## config.mk

```make
export PLATFORM = sky130hd
export DESIGN_NAME = vga_scan_gen
export DESIGN_NICKNAME = d
export VERILOG_FILES = /design/src/rtl/vga_scan_gen.sv
export SDC_FILE = /design/constraint.sdc
export NUM_CORES = 1
export LEC_CHECK = 0
export ABC_CLOCK_PERIOD_IN_PS = 4300
export CORE_ASPECT_RATIO = 1.75
export CORE_MARGIN = 5
export CORE_UTILIZATION = 40
export DETAILED_ROUTE_END_ITERATION = 8
export GPL_TIMING_DRIVEN = 0
export SLEW_MARGIN = 15
export SYNTH_ARGS = -nofsm -noshare
export SYNTH_HDL_FRONTEND = slang
export SYNTH_SLANG_ARGS = --single-unit
```

## constraint.sdc

```tcl
create_clock -name CLK -period 4.3 [get_ports CLK]
set_input_delay 1.075 -clock CLK [delete_from_list [all_inputs] [get_ports CLK]]
set_output_delay 1.075 -clock CLK [all_outputs]
set_load 0.01 [all_outputs]
```

## src/rtl/vga_scan_gen.sv

```systemverilog
// vga_scan_gen: 640x480@60 raster timing, frame buffer read addressing and
// two-entry palette lookup, clocked from the 100 MHz system clock with a
// divide-by-four pixel strobe.
module vga_scan_gen #(
  parameter int H_DISPLAY = 640,
  parameter int H_FP      = 16,
  parameter int H_SYNC    = 96,
  parameter int H_BP      = 48,
  parameter int V_DISPLAY = 480,
  parameter int V_FP      = 10,
  parameter int V_SYNC    = 2,
  parameter int V_BP      = 33
) (
  input  logic        CLK,
  input  logic        RESET,
  input  logic [15:0] CONFIG_COLOURS,
  output logic        DPR_CLK,
  output logic [14:0] VGA_ADDR,
  input  logic        VGA_DATA,
  output logic        VGA_HS,
  output logic        VGA_VS,
  output logic [7:0]  VGA_COLOUR
);

  localparam int H_TOTAL = H_DISPLAY + H_FP + H_SYNC + H_BP;
  localparam int V_TOTAL = V_DISPLAY + V_FP + V_SYNC + V_BP;

  localparam logic [9:0] H_LAST     = 10'(H_TOTAL - 1);
  localparam logic [9:0] V_LAST     = 10'(V_TOTAL - 1);
  localparam logic [9:0] H_VIS      = 10'(H_DISPLAY);
  localparam logic [9:0] V_VIS      = 10'(V_DISPLAY);
  localparam logic [9:0] HS_FIRST   = 10'(H_DISPLAY + H_FP);
  localparam logic [9:0] HS_LAST    = 10'(H_DISPLAY + H_FP + H_SYNC - 1);
  localparam logic [9:0] VS_FIRST   = 10'(V_DISPLAY + V_FP);
  localparam logic [9:0] VS_LAST    = 10'(V_DISPLAY + V_FP + V_SYNC - 1);

  // Inclusive window test used for both sync pulses.
  function automatic logic in_window(input logic [9:0] v,
                                     input logic [9:0] lo,
                                     input logic [9:0] hi);
    return (v >= lo) && (v <= hi);
  endfunction

  logic [1:0]  r_div;
  logic [9:0]  r_hc;
  logic [9:0]  r_vc;
  logic [14:0] r_addr;
  logic        r_de;
  logic        r_hs;
  logic        r_vs;
  logic        r_hs_d;
  logic        r_vs_d;
  logic [7:0]  r_colour;

  logic        w_tick;
  logic [9:0]  w_hc_next;
  logic [9:0]  w_vc_next;
  logic        w_de;
  logic        w_hs;
  logic        w_vs;
  logic [14:0] w_addr_next;
  logic [7:0]  w_colour_next;

  assign w_tick = (r_div == 2'd3);

  // Free-running divide-by-four; its MSB doubles as the frame buffer clock.
  always_ff @(posedge CLK) begin
    if (RESET) begin
      r_div <= 2'd0;
    end else begin
      r_div <= r_div + 2'd1;
    end
  end

  // Next raster position: hc steps each pixel tick, vc steps when hc wraps.
  always_comb begin
    w_hc_next = r_hc;
    w_vc_next = r_vc;
    if (w_tick) begin
      if (r_hc == H_LAST) begin
        w_hc_next = 10'd0;
        if (r_vc == V_LAST) begin
          w_vc_next = 10'd0;
        end else begin
          w_vc_next = r_vc + 10'd1;
        end
      end else begin
        w_hc_next = r_hc + 10'd1;
        w_vc_next = r_vc;
      end
    end else begin
      w_hc_next = r_hc;
      w_vc_next = r_vc;
    end
  end

  // Raster counter registers.
  always_ff @(posedge CLK) begin
    if (RESET) begin
      r_hc <= 10'd0;
      r_vc <= 10'd0;
    end else begin
      r_hc <= w_hc_next;
      r_vc <= w_vc_next;
    end
  end

  // Region decode of the current raster position; address frozen in blanking.
  always_comb begin
    w_de        = (r_hc < H_VIS) && (r_vc < V_VIS);
    w_hs        = ~in_window(r_hc, HS_FIRST, HS_LAST);
    w_vs        = ~in_window(r_vc, VS_FIRST, VS_LAST);
    w_addr_next = r_addr;
    if (w_de) begin
      w_addr_next = {r_vc[8:2], r_hc[9:2]};
    end else begin
      w_addr_next = r_addr;
    end
  end

  // Fetch stage: issue the read address and carry de/sync alongside it.
  always_ff @(posedge CLK) begin
    if (RESET) begin
      r_addr <= 15'd0;
      r_de   <= 1'b0;
      r_hs   <= 1'b1;
      r_vs   <= 1'b1;
    end else if (w_tick) begin
      r_addr <= w_addr_next;
      r_de   <= w_de;
      r_hs   <= w_hs;
      r_vs   <= w_vs;
    end
  end

  // Palette lookup on the returned pixel; black whenever the fetch was blank.
  always_comb begin
    w_colour_next = 8'h00;
    if (r_de) begin
      if (VGA_DATA) begin
        w_colour_next = CONFIG_COLOURS[15:8];
      end else begin
        w_colour_next = CONFIG_COLOURS[7:0];
      end
    end else begin
      w_colour_next = 8'h00;
    end
  end

  // Output stage: sync delayed so it stays aligned with the looked-up colour.
  always_ff @(posedge CLK) begin
    if (RESET) begin
      r_hs_d   <= 1'b1;
      r_vs_d   <= 1'b1;
      r_colour <= 8'h00;
    end else if (w_tick) begin
      r_hs_d   <= r_hs;
      r_vs_d   <= r_vs;
      r_colour <= w_colour_next;
    end
  end

  assign DPR_CLK    = r_div[1];
  assign VGA_ADDR   = r_addr;
  assign VGA_HS     = r_hs_d;
  assign VGA_VS     = r_vs_d;
  assign VGA_COLOUR = r_colour;

endmodule

```

==> run summary <==
Worst flop-to-flop path endpoint - r_vc[7]
Initial DRC count - 69
YS warnings - 0
Final Setup Violations - 0
CTS Buf Count - 5
Starting Density - 40.4%
Core region area - 0.00550 mm²
Root buffer cell - clkbuf_8
Die area - 0.00720 mm²
Status - finished, final reports clean
Post-synthesis cell type count - 38
Vias - 1842
Sequential element share of the synthesized area - 45.1%
Vias in the first global route - 1784
Pwr Total - 0.852 mW
Die Ht - 109 µm
Number of fillers in the final layout - 557
Hold-fix buffers, CTS - 0
Tot GR Track Use - 15.5%
Final hold violations - 0
Syn Nets - 270
Setup slack, reg-to-reg - 1.84 ns
Max Freq - 407 MHz
Die width - 66.3 µm
Largest net degree at the start of global routing - 15
Pwr dens - 300 mW/mm²
Worst-case clock buffer depth - 2
Commonest non-fill, non-tap cell in the layout - dfxtp_1
Setup WS post-layout - 1.84 ns
Leakage - 1.07 nW
Critical path type - reg -> reg
Post-DP HPWL - 4150 µm
Critical Path AT - 2.62 ns
Antenna violations before repair - 0
# diodes - 0
CP startpoint kind - flop
Placed Cells - 364
Fraction of layout cells with a size suffix above 1 - 6.08%
Pre-CTS setup slack - 1.82 ns
Worst EP required - 4.47 ns
Crit path capture type - flop
CTS clk-pin slew, worst paths - 0.08 ns
Final period utilization - 57.2%
# Post-CTS Setup Buffers - 0
Via density per instance - 4.95
First-pass GRT wire length - 8530 µm
R2R Path Start - r_div[1]
Routed len/inst - 14.5 µm
Setup crit start - r_div[1]
Setup crit end - r_vc[7]
Final cell count without fillers - 372
TritonCTS clock tree - yes
Area Growth Syn to Fin - 28.0%
Clock Sinks - 50
FP Rows - 36
Post-Syn Area - 0.00222 mm²
RSZ-0062 raised after global routing - no
Synth area leaders - dfxtp_1 (45%), mux2i_1 (6.8%), nor2_1 (6.1%)
CP Max Fanout - 8
Post-Syn Area per Cell - 9.03 µm²
Worst Skew - 0.00476 ns
Peak supply drop - 208 µV
Max_slew headroom - 32.1%
Most frequent cells in the layout - dfxtp_1 (50), clkdlybuf4s50_1 (42), nor2_1 (36)
R2R cell count - 5
Setup_tns - 0 ns
Post-cts sizing count - 0
Synth Instances - 246
DR pass1 iterations - 4
# IOs - 45
Min Tclk post-route - 2.46 ns
Final WL - 5390 µm
Number of H-tree levels - 2
Final GP Congestion - 0.802
DR DRC count - 0
Top-area cell type share of the netlist area - 45.1%
Fin util - 51.7%
Final nets - 319
Count of input and output buffers - 42
Max-slew violations - 0
Cell taking the most area after synthesis - dfxtp_1
Slew @ Worst Pin - 1.01 ns
GRT overflow - 0
Detail Route Antenna Nets - 0
Max-cap violations - 0
Post-synthesis register bit count - 50
Worst min path class - reg -> reg
Worst-Skew Late Latency - 0.29 ns
## cell usage after synthesis
master     count
o32ai_1        1
a32o_1         1
a21oi_1       17
xor2_1         5
o21ai_0        9
nand2b_1       2
inv_2          1
o311ai_0       1
mux2i_1       15
buf_2          1
buf_4          1
clkbuf_1      14
nor2_1        36
or4b_4         1
inv_1          7
a2bb2oi_1      1
dfxtp_1       50
nand2_1        9
and4_1         5
or4_1          1
nand4_1        7
nand4b_1       1
o221ai_1       1
and2_1         3
nor4b_1        2
nand3_1        6
a22o_1         1
nor3b_1        1
a211oi_1       1
xnor2_1        6
ha_1           5
and3_1         2
or3_1          3
nor2b_1       12
nand3b_1       2
nor4_1         4
mux2_2         8
nor3_1         3
## worst min path at each step
stage / startpoint / to / slack [ns] / cells past startpoint
2_1_floorplan: r_div[0] / r_div[0] / 0.40 / 1
3_3_place_gp: r_div[0] / r_div[0] / 0.41 / 1
3_5_place_dp: r_div[0] / r_div[0] / 0.42 / 1
4_1_cts: r_div[0] / r_div[0] / 0.43 / 1
5_1_grt: r_div[0] / r_div[0] / 0.47 / 1
6_report: r_div[0] / r_div[0] / 0.43 / 1
## per-layer routing
metal	up-vias	routed length, µm	part of all wire (%)	track usage (%)
met2	49	3000	56	30.7
li1	950	-	-	-
met1	838	2030	38	15.2
met4	0	82	1.5	5.23
met5	-	0	0	0
met3	5	270	5.0	3.01
## metrics by stage
step           cell area (µm²)  hold WS (ns)
6_report                  2840         0.427
5_1_grt                   2840         0.467
4_1_cts                   2840         0.430
3_5_place_dp              2740         0.418
3_3_place_gp              2740         0.407
2_1_floorplan             2220         0.397
## layout make-up
type,count,area (µm²),area share [%]
buffer,16,65.1,2.29
clock buffer,7,76.3,2.68
clock inverter,1,30.0,1.06
inverter,8,30.0,1.06
multi-input combinational,172,1120,39.6
sequential,50,1000,35.2
tap,76,95.1,3.35
timing repair buffer,42,420,14.8
## power breakdown
group,internal (mW),switching (mW)
Clock,0.174,0.148
Sequential,0.467,0.00396
Combinational,0.0316,0.0265
## worst max-delay path, cell delays in order, from the launching register on
cell and delay, ns:
dfxtp_1 0.34, ha_1 0.31, nand4_1 0.38, nor4_1 0.97
mux2i_1 0.27, nor3_1 0.06
## cells by family (layout without fill, tap and decap cells)
group / after synthesis / after routing / share of synthesized area (%)
DFF: 50 / 50 / 45.1
and+or+nand+nor: 100 / 100 / 24.1
buffers and inverters: 24 / 74 / 4.28
adders and majority gates: 5 / 5 / 2.82
xor gates and xnor gates: 11 / 11 / 4.34
AOI/OAI and AO/OA: 33 / 33 / 8.62
muxes: 23 / 23 / 10.8
## flip-flops by register name (all words and copies together) (netlist names)
name and count:
r_de 1, r_hs 1, VGA_COLOUR 8, r_div 2, VGA_HS 1, VGA_ADDR 15, r_vs 1, VGA_VS 1
r_hc 10, r_vc 10
No activity file was read; power rests on OpenSTA's default activity.
